--- src/rtl/rgbw_pkg.sv ---
// Shared types and constants for the RGBW SPI front end.
package rgbw_pkg;

  typedef enum logic [1:0] {
    HUNT    = 2'd0,
    PAYLOAD = 2'd1,
    CHECK   = 2'd2
  } state_t;

  localparam int unsigned DEF_NUM_FIELDS = 7;
  localparam logic [7:0]  DEF_SYNC_BYTE  = 8'h55;
  localparam int unsigned ERR_CNT_W      = 8;

  localparam int unsigned FLD_LINT  = 0;
  localparam int unsigned FLD_CIDX  = 1;
  localparam int unsigned FLD_RED   = 2;
  localparam int unsigned FLD_GREEN = 3;
  localparam int unsigned FLD_BLUE  = 4;
  localparam int unsigned FLD_WHITE = 5;
  localparam int unsigned FLD_MODE  = 6;

  // Increment that sticks at all-ones.
  function automatic logic [ERR_CNT_W-1:0] sat_inc(input logic [ERR_CNT_W-1:0] v);
    return (&v) ? v : v + ERR_CNT_W'(1);
  endfunction

endpackage

--- src/rtl/rdy_edge_sync.sv ---
// Brings an asynchronous ready level into clk and flags each rising edge once.
module rdy_edge_sync (
  input  logic clk,
  input  logic reset,
  input  logic rdy,
  output logic rise_c
);

  logic s1, s2, s3;

  always_ff @(posedge clk) begin
    if (!reset) begin
      s1 <= 1'b0;
      s2 <= 1'b0;
      s3 <= 1'b0;
    end else begin
      s1 <= rdy;
      s2 <= s1;
      s3 <= s2;
    end
  end

  assign rise_c = s2 & ~s3;

endmodule

--- src/rtl/spi_frame_dispenser.sv ---
// Sync-byte framed parser: collects payload fields and commits them atomically
// once the frame (and optional checksum) completes; reports checksum/timeout errors.
module spi_frame_dispenser
  import rgbw_pkg::*;
#(
  parameter int unsigned       NUM_FIELDS  = DEF_NUM_FIELDS,
  parameter int unsigned       DATA_W      = 8,
  parameter logic [DATA_W-1:0] SYNC_BYTE   = DATA_W'(DEF_SYNC_BYTE),
  parameter bit                CHECKSUM_EN = 1'b1,
  parameter int unsigned       TIMEOUT_CYC = 4096
) (
  input  logic                         clk,
  input  logic                         reset,
  input  logic [DATA_W-1:0]            rx_byte,
  input  logic                         rx_rdy,
  output logic [NUM_FIELDS*DATA_W-1:0] fields,
  output logic                         frame_valid,
  output logic                         frame_err,
  output logic [ERR_CNT_W-1:0]         err_cnt,
  output logic                         busy
);

  localparam int unsigned FW = NUM_FIELDS * DATA_W;
  localparam int unsigned IW = (NUM_FIELDS > 1) ? $clog2(NUM_FIELDS) : 1;
  localparam int unsigned TW = (TIMEOUT_CYC > 2) ? $clog2(TIMEOUT_CYC) : 1;
  localparam logic [IW-1:0] LAST_IDX  = IW'(NUM_FIELDS - 1);
  localparam logic [TW-1:0] TIMER_MAX = TW'(TIMEOUT_CYC - 1);

  state_t            state;
  logic [FW-1:0]     shadow;
  logic [FW-1:0]     shadow_merged_c;
  logic [IW-1:0]     index;
  logic [DATA_W-1:0] sum;
  logic [DATA_W-1:0] sum_plus_c;
  logic [TW-1:0]     timer;
  logic              acc_c;
  logic              timeout_c;

  rdy_edge_sync u_rdy_sync (
    .clk    (clk),
    .reset  (reset),
    .rdy    (rx_rdy),
    .rise_c (acc_c)
  );

  // Shadow image with the byte being accepted already written in place.
  always_comb begin
    shadow_merged_c = shadow;
    for (int unsigned i = 0; i < NUM_FIELDS; i++) begin
      if (index == IW'(i)) shadow_merged_c[i*DATA_W +: DATA_W] = rx_byte;
    end
  end

  assign sum_plus_c = sum + rx_byte;
  assign timeout_c  = !acc_c && (timer == TIMER_MAX);

  always_ff @(posedge clk) begin
    if (!reset) begin
      state       <= HUNT;
      shadow      <= '0;
      index       <= '0;
      sum         <= '0;
      timer       <= '0;
      fields      <= '0;
      frame_valid <= 1'b0;
      frame_err   <= 1'b0;
      err_cnt     <= '0;
      busy        <= 1'b0;
    end else begin
      frame_valid <= 1'b0;
      frame_err   <= 1'b0;
      case (state)
        HUNT: begin
          if (acc_c && (rx_byte == SYNC_BYTE)) begin
            state  <= PAYLOAD;
            busy   <= 1'b1;
            index  <= '0;
            sum    <= '0;
            timer  <= '0;
            shadow <= '0;
          end
        end
        PAYLOAD: begin
          if (acc_c) begin
            shadow <= shadow_merged_c;
            sum    <= sum_plus_c;
            timer  <= '0;
            if (index == LAST_IDX) begin
              if (CHECKSUM_EN) begin
                state <= CHECK;
              end else begin
                fields      <= shadow_merged_c;
                frame_valid <= 1'b1;
                state       <= HUNT;
                busy        <= 1'b0;
              end
            end else begin
              index <= index + 1'b1;
            end
          end else if (timeout_c) begin
            frame_err <= 1'b1;
            err_cnt   <= sat_inc(err_cnt);
            state     <= HUNT;
            busy      <= 1'b0;
            shadow    <= '0;
          end else begin
            timer <= timer + 1'b1;
          end
        end
        CHECK: begin
          if (acc_c) begin
            if (sum_plus_c == '0) begin
              fields      <= shadow;
              frame_valid <= 1'b1;
            end else begin
              frame_err <= 1'b1;
              err_cnt   <= sat_inc(err_cnt);
            end
            state  <= HUNT;
            busy   <= 1'b0;
            shadow <= '0;
          end else if (timeout_c) begin
            frame_err <= 1'b1;
            err_cnt   <= sat_inc(err_cnt);
            state     <= HUNT;
            busy      <= 1'b0;
            shadow    <= '0;
          end else begin
            timer <= timer + 1'b1;
          end
        end
        default: begin
          state <= HUNT;
          busy  <= 1'b0;
        end
      endcase
    end
  end

endmodule

--- config.mk ---
export PLATFORM = sky130hd
export DESIGN_NAME = spi_frame_dispenser
export DESIGN_NICKNAME = d
export VERILOG_FILES = /design/src/rtl/rgbw_pkg.sv /design/src/rtl/rdy_edge_sync.sv /design/src/rtl/spi_frame_dispenser.sv
export SDC_FILE = /design/constraint.sdc
export NUM_CORES = 1
export LEC_CHECK = 0
export BUFFER_PORTS_ARGS = -buffer_cell sky130_fd_sc_hd__clkbuf_2
export CORE_AREA = 2 2 108 110
export CTS_CLUSTER_SIZE = 12
export DETAILED_ROUTE_END_ITERATION = 6
export DIE_AREA = 0 0 110 112
export HOLD_SLACK_MARGIN = 0.15
export PLACE_DENSITY = 0.79
export SYNTH_ARGS = -nofsm -noshare
export SYNTH_HDL_FRONTEND = slang
export SYNTH_SLANG_ARGS = --single-unit
--- constraint.sdc ---
create_clock -name clk -period 2.8 [get_ports clk]
set_input_delay 0.14 -clock clk [delete_from_list [all_inputs] [get_ports clk]]
set_output_delay 0.14 -clock clk [all_outputs]
set_load 0.01 [all_outputs]
==> results.yml <==
status:
  outcome: "complete, no violations"
floorplanning:
  die_w_um: 110
  start_util: 0.571
  die_y_um: 112
  pin_count: 78
  core_area_mm2: 0.0112
  die-area_mm2: 0.0123
  row_count: 39
clock_tree:
  clock_latency_ns: 0.43
  cts_max_path_buffers: 2
  numClockSinks: 151
  clockRootBuffer: "clkbuf_16"
  tritoncts: "built"
  path_clk_slew_ns: 0.06
  h-tree-depth: 4
  cts_made_buffers: 17
drt:
  wl_mm: 17.1
  drt_iter0_drc: 725
  drc_errors: 0
  drtPass1Iterations: 5
  wl_per_cell_um: 17.1
  viasPerCell: 6.00
  num_vias: 6010
  ant_nets: 0
timing:
  tightest_slew_ns: 0.853
  setup_slack_ns: 0.0964
  fin_worst_skew_ns: 0.00523
  slew_violations: 0
  relSlewSlack: 0.425
  max_freq_ghz: 0.370
  hold_viol_final: 0
  setup-violations-final: 0
  finalCritPeriodShare: 0.966
  period_minus_slack_ns: 2.70
synth:
  syn-num-nets: 794
  syn_area_mm2: 0.00639
  yosysTopAreaCellShare: 0.473
  ys_types: 62
  synth_warnings: 0
  synth.area.top_cells: "dfxtp_1, a21oi_1, nand2_1"
  syn_inst: 764
  synth_seq_cells: 151
  avgSynthCellArea_um2: 8.36
  synthArstFlopShare: 0
  synthFlopType: "dfxtp_1"
  synth_edf_count: 0
  ys_seq_area_frac: 0.473
  yosys.area.top_type: "dfxtp_1"
finish:
  layout_common_cells: "nand2_1, dfxtp_1, a21oi_1"
  stdcell_area_mm2: 0.00770
  antenna_cells: 0
  syn_to_final_growth_pct: 20.6
  multi_input_area_mm2: 0.00317
  drive_gt1_frac: 0.181
  ff_latch_area_mm2: 0.00302
  nFillCells: 872
  fin_nets: 876
global_routing:
  antenna_found_initial: 1
  grt_max_degree: 52
  overflow: 0
  grt_pass1_wl_mm: 27.3
  grt_pass1_vias: 5616
  grt_use_total: 0.283
placed_design:
  io_buffers: 77
  place_area_mm2: 0.00694
  dpl.hpwl_mm: 11.2
  place_congestion: 0.896
  place_ws_ns: 0.0467
flow_run:
  max_cap_violations: 0
critical_path:
  crit_type: "reg -> reg"
  end_kind: "flip-flop"
  worstPathRequired_ns: 3.12
  critPathLaunchType: "flip-flop"
  path_max_fanout: 39
  cp.arrival_ns: 3.02
worst_hold_path:
  hold_class: "in -> reg"
pwr:
  p_leak_nw: 2.91
  irDropWorstVdd_v: 0.000529
  power_density_mw_per_mm2: 714
==> kinds of logic after synthesis <==
logic type,Yosys count,synth area share
AND/OR/NAND/NOR,273,0.204
multiplexers,2,0.00313
flip-flops,151,0.473
adder cells (fa/ha/maj),19,0.0384
XOR/XNOR,10,0.0137
buffers and inverters,56,0.0386
AO/OA/AOI/OAI,253,0.229
==> sequential cells by signal (all words and copies together), names as in the netlist <==
name	cells
err_cnt	8
frame_err	1
state	2
index	3
fields	56
u_rdy_sync.s2	1
u_rdy_sync.s1	1
frame_valid	1
busy	1
timer	12
sum	8
u_rdy_sync.s3	1
shadow	56
==> final timing paths <==
check                start             to  slack (ns)  cells after the start
max                 sum[0]     err_cnt[7]         0.1                     12
min             rx_byte[6]      shadow[6]        0.20                      3
max reg2reg         sum[0]     err_cnt[7]         0.1                     12
min reg2reg  u_rdy_sync.s1  u_rdy_sync.s2        0.44                      1
==> worst max-delay path, stage by stage (launching register included) <==
cell       delay [ns]
dfxtp_1          0.31
ha_1             0.21
fa_1             0.42
a211oi_2         0.20
buf_4            0.14
or4b_1           0.11
o2111ai_2        0.16
nor2_4           0.23
nand4_1          0.12
buf_4            0.19
buf_12           0.16
a41o_1           0.20
o211a_1          0.12
==> timing repair <==
item                                    4_1_cts  5_1_grt
setup buffers                                 0        3
endpoints found under the setup margin        0       29
hold buffers                                  5        0
hold endpoints to repair                      7        0
gates resized for setup                       0        8
==> power by group <==
group | switching [W] | total [W] | leakage, nW | internal [W]
Combinational | 0.000642 | 0.000909 | 1.40 | 0.000266
Clock | 0.000863 | 0.00235 | 0.295 | 0.00149
Sequential | 0.0000349 | 0.00224 | 1.22 | 0.00220
Total | 0.00154 | 0.00549 | 2.91 | 0.00395
==> final cells by class <==
cell class                 count  area share
tap                          143      0.0232
clock inverter                 8      0.0156
clock buffer                  23      0.0634
timing repair buffer         107      0.0881
sequential                   151       0.393
multi-input combinational    558       0.412
inverter                      11     0.00536
==> synthesized netlist by cell type (all sizes together), types with 11 or more instances <==
master and n:
and2 11, nand4 16, ha 18, a21oi 131, a211oi 14, clkbuf 29, inv 11, nand2 152
a31oi 12, buf 16, dfxtp 151, o21ai 61, nor2 42
==> routing by layer <==
metal,track usage,share of wire,up-vias
li1,-,-,2861
met1,0.364,0.42,2819
met2,0.450,0.47,277
met3,0.0515,0.076,53
met4,0.143,0.033,0
met5,0,0,-
==> metrics by stage <==
stage	hold slack, ns	total power [W]	setup TNS, ns	util	cells
2_1_floorplan	0.267	0.00289	0	-	764
3_3_place_gp	0.363	0.00310	0	0.621	960
3_5_place_dp	0.360	0.00314	0	0.621	960
4_1_cts	0.156	0.00547	0	0.680	996
5_1_grt	0.193	0.00568	-0.0770	0.689	1001
6_report	0.199	0.00549	0	0.689	1001
(Power assumes the default switching activity.)
